==> src/rtl/fi_pkg.sv <==
// Shared fault-sequencer definitions: command layout, codes, FSM states.
// Latency: n/a (types, constants and pure decode helpers only).
// Backpressure: n/a.
package fi_pkg;

  // Command word layout, MSB first:
  // [31:28] component, [27:24] type, [23:14] target, [13:9] bit, [8:0] hold.
  typedef struct packed {
    logic [3:0] comp;
    logic [3:0] ftype;
    logic [9:0] target;
    logic [4:0] bit_idx;
    logic [8:0] hold;
  } cmd_t;

  localparam int CMD_W = $bits(cmd_t);

  // Component codes. ALU (1) and control (3) exist in the system but cannot
  // be faulted by this block, so they decode as invalid.
  localparam logic [3:0] COMP_REGFILE = 4'd0;
  localparam logic [3:0] COMP_MEMORY  = 4'd2;
  localparam logic [3:0] COMP_INVALID = 4'hF;

  // Fault type codes; the low two bits drive *_fault_type directly.
  localparam logic [3:0] TYPE_FLIP = 4'd0;
  localparam logic [3:0] TYPE_SA0  = 4'd1;
  localparam logic [3:0] TYPE_SA1  = 4'd2;

  typedef enum logic {
    ST_IDLE = 1'b0,
    ST_HOLD = 1'b1
  } state_t;

  function automatic logic comp_valid(input logic [3:0] comp);
    return (comp == COMP_REGFILE) || (comp == COMP_MEMORY);
  endfunction

  function automatic logic type_valid(input logic [3:0] ftype);
    return (ftype == TYPE_FLIP) || (ftype == TYPE_SA0) || (ftype == TYPE_SA1);
  endfunction

endpackage

==> src/rtl/fi_cmd_fifo.sv <==
// Pending-command queue: power-of-two depth FIFO with flush.
// Latency: head is visible combinationally the cycle after a push lands.
// Backpressure: pushes while full and pops while empty are ignored.
module fi_cmd_fifo #(
  parameter int DEPTH = 4,
  parameter int WIDTH = 32
) (
  input  logic                   clk,
  input  logic                   rst_n,
  input  logic                   flush_i,
  input  logic                   push_i,
  input  logic [WIDTH-1:0]       push_dat_i,
  input  logic                   pop_i,
  output logic [WIDTH-1:0]       head_dat_o,
  output logic [$clog2(DEPTH):0] level_o,
  output logic                   full_o,
  output logic                   empty_o
);

  localparam int PTR_W = $clog2(DEPTH);
  localparam int LVL_W = PTR_W + 1;

  logic [WIDTH-1:0] mem_q [DEPTH];
  logic [PTR_W-1:0] wr_q, wr_d, rd_q, rd_d;
  logic [LVL_W-1:0] lvl_q, lvl_d;
  logic             do_push, do_pop;

  assign full_o     = (lvl_q == LVL_W'(DEPTH));
  assign empty_o    = (lvl_q == '0);
  assign level_o    = lvl_q;
  assign head_dat_o = mem_q[rd_q];
  assign do_push    = push_i && !full_o;
  assign do_pop     = pop_i && !empty_o;

  // Pointer and occupancy next-state; flush wins over push/pop.
  always_comb begin
    wr_d  = wr_q;
    rd_d  = rd_q;
    lvl_d = lvl_q;
    if (flush_i) begin
      wr_d  = '0;
      rd_d  = '0;
      lvl_d = '0;
    end else begin
      if (do_push) wr_d = wr_q + PTR_W'(1);
      if (do_pop)  rd_d = rd_q + PTR_W'(1);
      case ({do_push, do_pop})
        2'b10:   lvl_d = lvl_q + LVL_W'(1);
        2'b01:   lvl_d = lvl_q - LVL_W'(1);
        default: lvl_d = lvl_q;
      endcase
    end
  end

  // Pointer and occupancy registers.
  always_ff @(posedge clk) begin
    if (!rst_n) begin
      wr_q  <= '0;
      rd_q  <= '0;
      lvl_q <= '0;
    end else begin
      wr_q  <= wr_d;
      rd_q  <= rd_d;
      lvl_q <= lvl_d;
    end
  end

  // Storage needs no reset: occupancy alone decides what is valid.
  always_ff @(posedge clk) begin
    if (do_push) mem_q[wr_q] <= push_dat_i;
  end

endmodule

==> src/rtl/fault_sequencer.sv <==
// Fault sequencer: queues fault commands, fires the head on trigger, drives regfile/memory fault ports.
// Latency: trigger at cycle N pops the head; decoded enable/target outputs appear at cycle N+1.
// Backpressure: cmd_ready drops while the queue is full; triggers in HOLD or on an empty queue are ignored.
module fault_sequencer
  import fi_pkg::*;
#(
  parameter int QUEUE_DEPTH = 4,
  parameter int ADDR_W      = 10,
  parameter int COUNT_W     = 8
) (
  input  logic                         clk,
  input  logic                         rst_n,
  input  logic                         cmd_valid,
  output logic                         cmd_ready,
  input  logic [31:0]                  cmd_data,
  input  logic                         fault_trigger,
  input  logic                         abort,
  output logic                         regfile_fault_enable,
  output logic [4:0]                   regfile_target_reg,
  output logic [4:0]                   regfile_target_bit,
  output logic [1:0]                   regfile_fault_type,
  output logic                         memory_fault_enable,
  output logic [31:0]                  memory_target_addr,
  output logic [4:0]                   memory_target_bit,
  output logic [1:0]                   memory_fault_type,
  output logic                         fault_active,
  output logic [3:0]                   fault_component,
  output logic [COUNT_W-1:0]           fault_count,
  output logic [COUNT_W-1:0]           drop_count,
  output logic [$clog2(QUEUE_DEPTH):0] queue_level
);

  state_t             state_q, state_d;
  logic [8:0]         hold_q, hold_d;
  logic               rf_en_q, rf_en_d, mem_en_q, mem_en_d;
  logic [4:0]         rf_reg_q, rf_reg_d, rf_bit_q, rf_bit_d;
  logic [1:0]         rf_type_q, rf_type_d, mem_type_q, mem_type_d;
  logic [31:0]        mem_addr_q, mem_addr_d;
  logic [4:0]         mem_bit_q, mem_bit_d;
  logic [3:0]         comp_q, comp_d;
  logic [COUNT_W-1:0] fcnt_q, fcnt_d, dcnt_q, dcnt_d;

  cmd_t               head;
  logic               fifo_full, fifo_empty;
  logic               push, pop;
  logic [31:0]        head_mem_addr;

  function automatic logic [COUNT_W-1:0] sat_inc(input logic [COUNT_W-1:0] v);
    return (&v) ? v : v + COUNT_W'(1);
  endfunction

  // Ready comes from registered occupancy only, so a same-cycle pop never
  // makes room for a push. Abort discards any push it coincides with.
  assign cmd_ready = !fifo_full;
  assign push      = cmd_valid && cmd_ready && !abort;

  fi_cmd_fifo #(
    .DEPTH (QUEUE_DEPTH),
    .WIDTH (CMD_W)
  ) u_fifo (
    .clk        (clk),
    .rst_n      (rst_n),
    .flush_i    (abort),
    .push_i     (push),
    .push_dat_i (cmd_data),
    .pop_i      (pop),
    .head_dat_o (head),
    .level_o    (queue_level),
    .full_o     (fifo_full),
    .empty_o    (fifo_empty)
  );

  // Word index to byte address, zero-extended.
  assign head_mem_addr = {{(30 - ADDR_W){1'b0}}, head.target[ADDR_W-1:0], 2'b00};

  // Next-state, decode and counter update. Enables default low each cycle and
  // are only carried forward while a stuck-at hold is counting down.
  always_comb begin
    state_d    = state_q;
    hold_d     = hold_q;
    rf_en_d    = 1'b0;
    mem_en_d   = 1'b0;
    rf_reg_d   = rf_reg_q;
    rf_bit_d   = rf_bit_q;
    rf_type_d  = rf_type_q;
    mem_addr_d = mem_addr_q;
    mem_bit_d  = mem_bit_q;
    mem_type_d = mem_type_q;
    comp_d     = comp_q;
    fcnt_d     = fcnt_q;
    dcnt_d     = dcnt_q;
    pop        = 1'b0;
    if (abort) begin
      state_d = ST_IDLE;
      hold_d  = '0;
    end else begin
      case (state_q)
        ST_IDLE: begin
          if (fault_trigger && !fifo_empty) begin
            pop    = 1'b1;
            comp_d = comp_valid(head.comp) ? head.comp : COMP_INVALID;
            if (comp_valid(head.comp) && type_valid(head.ftype)) begin
              fcnt_d = sat_inc(fcnt_q);
              if (head.comp == COMP_REGFILE) begin
                rf_en_d   = 1'b1;
                rf_reg_d  = head.target[4:0];
                rf_bit_d  = head.bit_idx;
                rf_type_d = head.ftype[1:0];
              end else begin
                mem_en_d   = 1'b1;
                mem_addr_d = head_mem_addr;
                mem_bit_d  = head.bit_idx;
                mem_type_d = head.ftype[1:0];
              end
              if (head.ftype != TYPE_FLIP && head.hold != '0) begin
                state_d = ST_HOLD;
                hold_d  = head.hold;
              end
            end else begin
              dcnt_d = sat_inc(dcnt_q);
            end
          end
        end
        ST_HOLD: begin
          if (hold_q == '0) begin
            state_d = ST_IDLE;
          end else begin
            rf_en_d  = rf_en_q;
            mem_en_d = mem_en_q;
            hold_d   = hold_q - 9'd1;
          end
        end
        default: state_d = ST_IDLE;
      endcase
    end
  end

  // State, output and counter registers.
  always_ff @(posedge clk) begin
    if (!rst_n) begin
      state_q    <= ST_IDLE;
      hold_q     <= '0;
      rf_en_q    <= 1'b0;
      mem_en_q   <= 1'b0;
      rf_reg_q   <= '0;
      rf_bit_q   <= '0;
      rf_type_q  <= '0;
      mem_addr_q <= '0;
      mem_bit_q  <= '0;
      mem_type_q <= '0;
      comp_q     <= '0;
      fcnt_q     <= '0;
      dcnt_q     <= '0;
    end else begin
      state_q    <= state_d;
      hold_q     <= hold_d;
      rf_en_q    <= rf_en_d;
      mem_en_q   <= mem_en_d;
      rf_reg_q   <= rf_reg_d;
      rf_bit_q   <= rf_bit_d;
      rf_type_q  <= rf_type_d;
      mem_addr_q <= mem_addr_d;
      mem_bit_q  <= mem_bit_d;
      mem_type_q <= mem_type_d;
      comp_q     <= comp_d;
      fcnt_q     <= fcnt_d;
      dcnt_q     <= dcnt_d;
    end
  end

  assign regfile_fault_enable = rf_en_q;
  assign regfile_target_reg   = rf_reg_q;
  assign regfile_target_bit   = rf_bit_q;
  assign regfile_fault_type   = rf_type_q;
  assign memory_fault_enable  = mem_en_q;
  assign memory_target_addr   = mem_addr_q;
  assign memory_target_bit    = mem_bit_q;
  assign memory_fault_type    = mem_type_q;
  assign fault_active         = rf_en_q | mem_en_q;
  assign fault_component      = comp_q;
  assign fault_count          = fcnt_q;
  assign drop_count           = dcnt_q;

endmodule

==> config.mk <==
export PLATFORM = sky130hd
export DESIGN_NAME = fault_sequencer
export DESIGN_NICKNAME = d
export VERILOG_FILES = /design/src/rtl/fi_pkg.sv /design/src/rtl/fi_cmd_fifo.sv /design/src/rtl/fault_sequencer.sv
export SDC_FILE = /design/constraint.sdc
export NUM_CORES = 1
export LEC_CHECK = 0
export ABC_AREA = 1
export ABC_CLOCK_PERIOD_IN_PS = 7940
export CORE_ASPECT_RATIO = 1.1
export CORE_MARGIN = 2
export CORE_UTILIZATION = 40
export DETAILED_ROUTE_END_ITERATION = 7
export HOLD_SLACK_MARGIN = 0.05
export PLACE_DENSITY_LB_ADDON = 0.15
export SYNTH_ARGS = -nofsm -noshare
export SYNTH_HDL_FRONTEND = slang
export SYNTH_HIERARCHICAL = 1
export SYNTH_SLANG_ARGS = --single-unit
==> constraint.sdc <==
create_clock -name clk -period 7.94 [get_ports clk]
set_input_delay 0.794 -clock clk [delete_from_list [all_inputs] [get_ports clk]]
set_output_delay 0.794 -clock clk [all_outputs]
set_load 0.01 [all_outputs]
-- Word level (Yosys, flattened, before mapping)
Memory sizes are Yosys's and may differ from the RTL's. A register that Yosys moved wholly into a read port is not among the register bits.
Index checks and enable logic that the tools add are counted.
- register bits: 68
- bits in latches: 0
- memory bits (writable): 128
- memory bits (read-only): 0
- input bits: 37
- output and inout bits: 78
- word-level logic and storage cells: 100
- memories: 1
- memories (memory ; depth ; width ; rd ports ; clocked after memory_dff ; write ports ; line ; source):
    u_fifo.mem_q ; 4 ; 32 ; 1 ; 1 ; 1 ; fi_cmd_fifo.sv:23 ; logic [WIDTH-1:0] mem_q [DEPTH];
- add/subtract/negate cells: 7
- $mul: 0
- divide/modulo/power cells: 0
- magnitude comparators: 0
- equal/unequal tests: 11
- shift-type cells: 0
- multiplexer cells: 28
- bitwise gates (word level): 8
- reduce and logical (&&, ||, !) cells: 29
- operator list (operator ; count):
    2-to-1 mux 9 bit ; 4
    AND reduction 5 bit ; 4
    case mux 9 bit (2 select lines) ; 1
    adder 8 x 1 -> 8 bit, second input constant ; 2
    2-to-1 mux 1 bit ; 16
    AND reduction 8 bit ; 2
    zero test 9 bit ; 1
    nonzero test 9 bit ; 1
    subtractor 9 x 1 -> 9 bit, second input constant ; 1
    equality test 4 x 2 -> 1 bit, second input constant ; 2
    zero test 4 bit ; 2
    != test 2 bit, second input constant ; 4
    logical AND 1 bit ; 7
    NOT 1 bit ; 7
    case mux 1 bit (2 select lines) ; 3
    case mux 3 bit (2 select lines) ; 1
    adder 2 x 1 -> 2 bit, second input constant ; 2
    equality test 4 x 1 -> 1 bit, second input constant ; 1
    2-to-1 mux 2 bit ; 2
    2-to-1 mux 4 bit ; 1
    AND reduction 4 bit ; 1
    nonzero test 4 bit ; 1
    adder 3 x 1 -> 3 bit, second input constant ; 1
    equality test 3 bit, second input constant ; 1
    11 further kinds ; 15

-- Logic depth before layout (Yosys ltp)
Gate-level depths: netlist of the first run.
- depth after elaboration: 9
- mapped depth: 17
- depth with buffers taken out: 17

-- Modules after synthesis
Netlist of the first run, hierarchy kept.
- modules (own cells, without submodules) (module ; times used ; cells each ; area an instance (sq um) ; seq. area each (sq um)):
    fi_cmd_fifo ; 1 ; 382 ; 5286.3 ; 4023.9
    fault_sequencer ; 1 ; 447 ; 3219.3 ; 1221.2

-- Least setup slack after synthesis of the first run
Ideal clock, no wire load.
- kind: input to register
- start: input cmd_valid
- end: memory u_fifo.mem_q[0][0], enable pin
- setup time: 0.421 ns
- arrival time: 2.530 ns
- data required time: 7.519 ns
- path slack: 4.989 ns
- cell stages on the path: 4
- path buffers: 0
- path through: nand2_1 nor2_1 nand2_4 nor2_1
- longest elaborated chain between the ends: 5
- RTL lines (what ; line ; source):
    start, declared ; fault_sequencer.sv:13 ; input logic cmd_valid,
    logical AND 1 bit (2 in series) ; fault_sequencer.sv:55 ; assign push = cmd_valid && cmd_ready && !abort;
    net push ; fault_sequencer.sv:45 ; logic push, pop;
    logical AND 1 bit ; fi_cmd_fifo.sv:32 ; assign do_push = push_i && !full_o;
    2-to-1 mux 1 bit ; fi_cmd_fifo.sv:70 ; if (do_push) mem_q[wr_q] <= push_dat_i;
    2-to-1 mux 1 bit (not written as such) ; fi_cmd_fifo.sv:70 ;
    end, declared ; fi_cmd_fifo.sv:23 ;
The timed path passes the listed nets, and every way through them passes these cells.

==> impl_results.md, run 1 <==
* Final setup TNS at 0 ns
* Max Slew Vio Count at 0
* Largest net degree at the start of global routing at 66
* Vias/cell at 4.86
* RR Endpoint: memory_target_bit[3]$_SDFFE_PN0P_
* Post-DP HPWL at 11500 um
* Total grt overflow at 0
* Seq cells post-synth at 198
* Ys async rst share at 0
* CP Class: flop to flop
* Drt first pass iters at 4
* Largest Register: u_fifo/mem_q
* Area delta synth->final at 18.8%
* Ys Warns at 6
* Initial antenna violation count at 0
* Post-DR wirelength/cell at 15.1 um
* Hold Crit Start: regfile_target_reg[2]$_SDFFE_PN0P_
* Number of enable flip-flop cells after synthesis at 128
* Slew margin rel. at 0.238
* Design Area, Final at 10100 um2
* DR vias at 5870
* Hold Violations, Final at 0
* VDD IR max at 0.162 mV
* FILL cells at 1927
* Crit-path max FO at 65
* Final antenna-violating net count at 0
* Die Span Y at 157 um
* Max-cap violation count at 0
* Share of layout cells above drive strength 1 at 0.0855
* GP Congestion at 0.795
* Total leakage power at 0.00358 uW
* Post_cts resized at 0
* First DRT Iteration DRCs at 328
* CP Capture Type: flop
* Cell variety after synth at 36
* Crit path launch type: flop
* Htree depth at 4
* Worst-path clk slew at 0.07 ns
* Syn Inst Count at 829
* Required time of the critical path at 8.32 ns
* Post-CTS setup buffer count at 0
* Power density over cell area at 204 nW/um2
* WHS Path Cells at 2
* Die footprint at 22400 um2
* Crit path time final at 3.05 ns
* Num CTS Buffers at 17
* Cts hold-fix bufs at 0
* Clock skew at 0.00814 ns
* Worst hold endpoint: regfile_target_reg[2]$_SDFFE_PN0P_
* Mapped Area at 8510 um2
* Nets at 957
* Worst hold path class: flop to flop
* R2R Setup Slk at 4.89 ns
* Commonest non-fill, non-tap cells in the layout: edfxtp_1 (128), nor2_1 (113), nand2_1 (110)
* Total GRT Usage at 0.166
* Final WS setup at 4.89 ns
* Fmax at 328 MHz
* RSZ-0062 raised after global routing: false
* Worst-Skew Late Latency at 0.43 ns
* Max Buffers Root-to-Sink at 2
* First-pass GRT wire length at 28500 um
* Post-route DRC violation count at 0
* Worst Tran Pin Value at 1.14 ns
* IO Count at 115
* DP Area at 9500 um2
* Die width at 143 um
* Outcome: complete, no violations
* # diodes at 0
* Final setup viols at 0
* Post-synthesis sequential area ratio at 0.617
* CTS root buf: clkbuf_16
* Pre-CTS setup slack at 4.78 ns
* Mean Syn Cell Area at 10.3 um2
* # port buffers at 92
* Ys flop type: edfxtp_1
* CP arrival at 3.42 ns
* Clk sinks at 198
* Vias in the first global route at 5345
* R2R cell count at 10
* Most common cell after layout, fill and taps aside: edfxtp_1
* Post-Route WL at 18300 um
* Starting density of the core at 0.411
* Core Box Area at 20700 um2
* CTS tree: yes
* Period utilisation layout at 0.384
* Largest register FFs at 128
* Rows at 55
==> layout make-up <==
| class | count | area [um2] | share of cell area |
|---|---|---|---|
| multi-input cells | 523 | 2660 | 0.263 |
| well taps | 285 | 357 | 0.0353 |
| clock inverters | 15 | 179 | 0.0177 |
| clock buffers | 17 | 425 | 0.0421 |
| flip-flops and latches | 198 | 5250 | 0.519 |
| inverters | 74 | 285 | 0.0282 |
| repair buffers | 97 | 958 | 0.0948 |
==> worst max-delay path by stage <==
| stage | from | end | slack (ns) | depth (start not counted) |
|---|---|---|---|---|
| CTS | flop | memory_target_bit[3]$_SDFFE_PN0P_ | 4.82 | 10 |
| detailed placement | rst_n | memory_fault_enable$_SDFFE_PP0P_ | 4.78 | 5 |
| global placement | rst_n | memory_fault_enable$_SDFFE_PP0P_ | 4.80 | 5 |
| floorplan | cmd_valid | u_fifo/mem_q[0][0]$_DFFE_PP_ | 4.99 | 4 |
| finish | flop | memory_target_bit[3]$_SDFFE_PN0P_ | 4.89 | 10 |
| global route | flop | memory_target_bit[3]$_SDFFE_PN0P_ | 4.54 | 10 |
==> report_power, final <==
group / total, uW / switching, uW / internal [uW]
Combinational: 74.1 / 46.9 / 27.2
Sequential: 1110 / 3.17 / 1110
Clock: 877 / 379 / 498
==> per-stage QoR <==
| step | total power [uW] | hold slack [ns] | std cells | util |
|---|---|---|---|---|
| final | 2060 | 0.461 | 1209 | 0.488 |
| after CTS | 2090 | 0.465 | 1209 | 0.488 |
| after floorplan | 1170 | 0.464 | 850 | - |
| after detailed placement | 1210 | 0.456 | 1177 | 0.459 |
| after global placement | 1210 | 0.452 | 1177 | 0.459 |
| after global routing | 2130 | 0.485 | 1209 | 0.488 |
==> cells by family after synthesis <==
family	count (synthesis)	synth area share
AOI/OAI and AO/OA	178	0.121
xor gates and xnor gates	6	0.00618
adders and majority gates	9	0.0141
buffers and inverters	129	0.0822
DFF	198	0.617
other	1	0.000441
and+or+nand+nor	308	0.160
==> per-layer routing <==
metal,up-vias,track usage,routed length (um)
met5,-,0,0
met2,134,0.264,8360
met3,19,0.0353,794
met4,0,0.0519,264
li1,2952,-,-
met1,2765,0.227,8830
==> critical path: stages, from the launching register on <==
cell and delay [ns]:
dfxtp_2 0.31, buf_4 0.54, inv_8 0.30, o21ai_0 0.24
o22ai_1 0.09, nor2_1 0.23, nand2_2 0.15, nor2_8 0.31
nand3_4 0.40, a21oi_1 0.26, o21a_1 0.13
==> cells in the mapped netlist, types with 17 or more instances <==
library cell | n | share of area
nand3_1 | 48 | 0.028
nand2_1 | 110 | 0.049
o22ai_1 | 33 | 0.024
o21ai_1 | 31 | 0.018
a21oi_1 | 40 | 0.024
o21ai_0 | 43 | 0.025
o21a_1 | 17 | 0.015
inv_1 | 69 | 0.030
edfxtp_1 | 128 | 0.45
buf_4 | 26 | 0.023
nor2_1 | 117 | 0.052
dfxtp_1 | 70 | 0.16
Power figures use the tool's default switching activity.
==> inputs of run 2 (changes only) <==
--- a/config.mk
+++ b/config.mk
@@ -6,7 +6,7 @@
 export NUM_CORES = 1
 export LEC_CHECK = 0
 export ABC_AREA = 1
-export ABC_CLOCK_PERIOD_IN_PS = 7940
+export ABC_CLOCK_PERIOD_IN_PS = 3050
 export CORE_ASPECT_RATIO = 1.1
 export CORE_MARGIN = 2
 export CORE_UTILIZATION = 40
==> constraint.sdc (replaced) <==
create_clock -name clk -period 3.05 [get_ports clk]
set_input_delay 0.305 -clock clk [delete_from_list [all_inputs] [get_ports clk]]
set_output_delay 0.305 -clock clk [all_outputs]
set_load 0.01 [all_outputs]
==> impl_results.md, run 2 (synthesis results as in run 1) <==
* Clock skew at 0.0108 ns
* Post-route DRC violation count at 0
* Inst Count DP at 1186
* Period utilisation layout at 0.841
* Die width at 143 um
* Core Box Area at 20700 um2
* Htree depth at 4
* CP Capture Type: flop
* CTS root buf: clkbuf_16
* Total leakage power at 0.00362 uW
* Crit path time final at 2.57 ns
* Tot Pwr at 5370 uW
* Post-DP HPWL at 11700 um
* RR Endpoint: memory_target_bit[2]$_SDFFE_PN0P_
* Cts hold-fix bufs at 0
* GP Congestion at 0.808
* # diodes at 0
* Post-CTS setup buffer count at 0
* Drt first pass iters at 5
* First DRT Iteration DRCs at 354
* Max Slew Vio Count at 0
* Hold Slack at 0.474 ns
* Post-Route WL at 18000 um
* Most common cell after layout, fill and taps aside: edfxtp_1
* Grt met1 use at 0.225
* CP Class: flop to flop
* Vias/cell at 4.79
* Max Buffers Root-to-Sink at 2
* Share of layout cells above drive strength 1 at 0.0922
* Non-Filler Instances at 1218
* Required time of the critical path at 3.42 ns
* DP Area at 9570 um2
* GR Layer Usage met2 at 0.271
* Rows at 55
* CP arrival at 2.94 ns
* Worst Setup EP: memory_target_bit[2]$_SDFFE_PN0P_
* Largest net degree at the start of global routing at 65
* Power density over cell area at 528 nW/um2
* WHS Path Cells at 2
* Worst-path clk slew at 0.07 ns
* Worst-Skew Late Latency at 0.43 ns
* First-pass GRT wire length at 28400 um
* Num CTS Buffers at 17
* Hold Violations, Final at 0
* Largest Register: u_fifo/mem_q
* Largest register FFs at 128
* Final antenna-violating net count at 0
* Die footprint at 22400 um2
* Final setup TNS at 0 ns
* DR vias at 5840
* VDD IR max at 0.380 mV
* IO Count at 115
* Fmax at 390 MHz
* Total grt overflow at 0
* Post-DR wirelength/cell at 14.8 um
* Crit path launch type: flop
* FILL cells at 1910
* Area delta synth->final at 19.6%
* Initial antenna violation count at 0
* Outcome: complete, no violations
* Die Span Y at 157 um
* Final setup viols at 0
* R2R cell count at 9
* CTS tree: yes
* RSZ-0062 raised after global routing: false
* Commonest non-fill, non-tap cells in the layout: edfxtp_1 (128), nor2_1 (113), nand2_1 (110)
* Clk sinks at 198
* Crit-path max FO at 64
* Worst Tran Pin Value at 0.553 ns
* Met3 Use GR at 0.0292
* Starting density of the core at 0.411
* Max-cap violation count at 0
* R2R Setup Slk at 0.48 ns
* Slew margin rel. at 0.631
* Worst hold path class: flop to flop
* Vias in the first global route at 5442
* Design Area, Final at 10200 um2
* # port buffers at 92
* Nets at 966
* Total GRT Usage at 0.165
* Post_cts resized at 0
* Global-route layer with the greatest usage: met2
## run 2: cell types whose count changed in the layout (fill, tap and decap cells not counted), sizes merged
| cell | change |
|---|---|
| inv | +2 |
| clkinv | -6 |
| clkbuf | +3 |
| clkinvlp | +1 |
| buf | +9 |
## run 2: worst max-delay path, cell delays in order, from the launching register on
cell	delay, ns
dfxtp_2	0.53
inv_8	0.21
o21ai_0	0.20
o22ai_1	0.09
nor2_1	0.20
nand2_2	0.13
nor2_8	0.32
nand3_4	0.42
a21oi_1	0.27
o21a_1	0.13
## run 2: where the power goes
group          switching [uW]  leakage [uW]  internal, uW
registers                8.95       0.00173          2880
logic                     119       0.00161          73.6
clock network             981      0.000286          1310
## run 2: final cells by class
| class | instances | area [um2] | area share |
|---|---|---|---|
| Sequential cell | 198 | 5250 | 0.516 |
| Multi-Input combinational cell | 523 | 2660 | 0.261 |
| Timing Repair Buffer | 106 | 1030 | 0.101 |
| Clock buffer | 20 | 437 | 0.0429 |
| Tap cell | 285 | 357 | 0.0350 |
| Inverter | 74 | 285 | 0.0280 |
| Clock inverter | 12 | 170 | 0.0167 |
## run 2: layer usage
layer | up-vias | wire (um)
li1 | 2980 | -
met1 | 2677 | 8260
met2 | 171 | 8540
met3 | 12 | 1040
met4 | 0 | 155
met5 | - | 0
## run 2: worst min-delay path by stage
stage / from / endpoint / slack [ns]
floorplan: cmd_data[0] / u_fifo/mem_q[0][0]$_DFFE_PP_ / 0.40
global placement: regfile_target_bit[4]$_SDFFE_PN0P_ / regfile_target_bit[4]$_SDFFE_PN0P_ / 0.45
detailed placement: regfile_target_bit[4]$_SDFFE_PN0P_ / regfile_target_bit[4]$_SDFFE_PN0P_ / 0.46
CTS: regfile_target_bit[4]$_SDFFE_PN0P_ / regfile_target_bit[4]$_SDFFE_PN0P_ / 0.47
global route: regfile_target_bit[4]$_SDFFE_PN0P_ / regfile_target_bit[4]$_SDFFE_PN0P_ / 0.49
finish: regfile_target_reg[2]$_SDFFE_PN0P_ / regfile_target_reg[2]$_SDFFE_PN0P_ / 0.47
## run 2: stage by stage
step / setup slack, ns / utilization
CTS: 0.437 / 0.491
floorplan: 0.161 / -
global placement: 0.503 / 0.462
global route: 0.173 / 0.491
finish: 0.484 / 0.491
detailed placement: 0.447 / 0.462
==> inputs of run 3 (changes only) <==
--- a/config.mk
+++ b/config.mk
@@ -6,7 +6,7 @@
 export NUM_CORES = 1
 export LEC_CHECK = 0
 export ABC_AREA = 1
-export ABC_CLOCK_PERIOD_IN_PS = 3050
+export ABC_CLOCK_PERIOD_IN_PS = 2320
 export CORE_ASPECT_RATIO = 1.1
 export CORE_MARGIN = 2
 export CORE_UTILIZATION = 40
==> constraint.sdc (replaced) <==
create_clock -name clk -period 2.32 [get_ports clk]
set_input_delay 0.232 -clock clk [delete_from_list [all_inputs] [get_ports clk]]
set_output_delay 0.232 -clock clk [all_outputs]
set_load 0.01 [all_outputs]
==> impl_results.md, run 3 (synthesis results as in run 1) <==
* Outcome: complete, no violations
* Clock skew at 0.0152 ns
* Rows at 55
* Htree depth at 4
* Drt first pass iters at 7
* Total GRT Usage at 0.165
* Post-DP HPWL at 12200 um
* Max-cap violation count at 0
* Core Box Area at 20700 um2
* Worst-path clk slew at 0.07 ns
* Max stage delay on crit path at 0.44 ns
* Share of layout cells above drive strength 1 at 0.107
* Int Pwr at 5300 uW
* Largest net degree at the start of global routing at 45
* Period utilisation layout at 0.903
* VDD IR max at 0.454 mV
* Worst hold path class: input port to flop
* Max Slew Vio Count at 0
* Max Buffers Root-to-Sink at 2
* CP arrival at 2.38 ns
* Commonest non-fill, non-tap cells in the layout: edfxtp_1 (128), nor2_1 (112), nand2_1 (109)
* Power density over cell area at 662 nW/um2
* R2R Setup Slk at 0.23 ns
* Crit path launch type: flop
* Worst path cell trace: buf_12, o21ai_0, o22ai_1, inv_1, nand3_1, nor2_8, nor2_4, nand2_2, nand2_1, a21oi_1
* Final antenna-violating net count at 0
* Register area at 5250 um2
* Worst-Skew Late Latency at 0.43 ns
* Worst Tran Pin Value at 0.552 ns
* Most common cell after layout, fill and taps aside: edfxtp_1
* First-pass GRT wire length at 28600 um
* CP Capture Type: flop
* Starting density of the core at 0.411
* Largest register FFs at 128
* IO Count at 115
* FILL cells at 1911
* CTS tree: yes
* RSZ-0062 raised after global routing: false
* Die Span Y at 157 um
* Initial antenna violation count at 0
* Crit-path max FO at 44
* Hold Violations, Final at 0
* CP Class: flop to flop
* Vias in the first global route at 5335
* Post-CTS setup buffer count at 0
* Sequential Power Share at 0.557
* GP Congestion at 0.802
* DR vias at 5851
* Tot Pwr at 6820 uW
* Post-Route WL at 18000 um
* Area of the multi-input gates at 2670 um2
* Switching power at 1520 uW
* Hold Crit Start: cmd_data[16]
* Die width at 143 um
* Final setup viols at 0
* Post-DR wirelength/cell at 14.7 um
* # diodes at 0
* Slew margin rel. at 0.632
* # port buffers at 92
* Area delta synth->final at 21.0%
* Largest Register: u_fifo/mem_q
* Num CTS Buffers at 17
* Crit path time final at 2.09 ns
* Clock power frac at 0.404
* Vias/cell at 4.76
* Die footprint at 22400 um2
* Slowest CP cell: dfxtp_2
* Clk sinks at 198
* Post-route DRC violation count at 0
* Switching Fraction at 0.223
* Layout Utilization at 0.497
* Gate power share at 0.039
* Total grt overflow at 0
* First DRT Iteration DRCs at 541
* Nets at 977
* CTS root buf: clkbuf_16
* Total leakage power at 0.00367 uW
* Required time of the critical path at 2.61 ns
* Fmax at 478 MHz
[run 3: changes by cell type in the layout (fill, tap and decap cells not counted), sizes merged]
cell,delta
inv,+1
clkbuf,-1
clkinvlp,-1
bufinv,-3
buf,+11
clkinv,+4
[run 3: repair_timing]
action / in CTS / in global routing
hold buffers: 0 / 0
setup endpoints to repair: 0 / 32
resized for setup: 0 / 5
[run 3: final cells by class]
type	instances	area share
inverter	74	0.0277
tap	285	0.0346
sequential	198	0.510
timing repair buffer	117	0.115
multi-input combinational	523	0.259
clock inverter	13	0.0113
clock buffer	19	0.0421
[run 3: final timing paths]
| kind | end | cells after the start |
|---|---|---|
| hold reg to reg | regfile_target_reg[3]$_SDFFE_PN0P_ | 2 |
| hold / removal | u_fifo/mem_q[0][16]$_DFFE_PP_ | 1 |
| setup reg to reg | drop_count[3]$_SDFFE_PN0P_ | 10 |
| setup / recovery | drop_count[3]$_SDFFE_PN0P_ | 10 |
[run 3: critical path: cells and delay by family (launching register included)]
kind	cells	cell delay (ns)
buffers and inverters	2	0.32
flip-flops	1	0.44
AO/OA/AOI/OAI	3	0.41
AND/OR/NAND/NOR	5	0.79
[run 3: per-stage QoR]
stage	std cells	setup slack, ns	hold WS, ns	TNS (ns)	cell area (um2)
final	1229	0.226	0.430	0	10300
after global routing	1229	0.0133	0.425	0	10300
after CTS	1229	0.165	0.413	0	10300
after detailed placement	1197	0.127	0.471	0	9720
after global placement	1197	0.164	0.472	0	9720
after floorplan	850	-0.0495	0.331	-6.34	8590
[run 3: per-layer routing]
| metal | track usage | vias up | wire length [um] |
|---|---|---|---|
| met3 | 0.0307 | 16 | 795 |
| met1 | 0.238 | 2707 | 8910 |
| li1 | - | 3000 | - |
| met4 | 0.0514 | 0 | 212 |
| met5 | 0 | - | 0 |
| met2 | 0.252 | 128 | 8110 |
[run 3: power groups by stage]
stage	combinational (uW)	clock (uW)	sequential, uW
final	265	2760	3790
after global routing	296	2990	3800
after CTS	267	2820	3790
after detailed placement	267	0	3870
after global placement	265	0	3870
after floorplan	145	0	3870
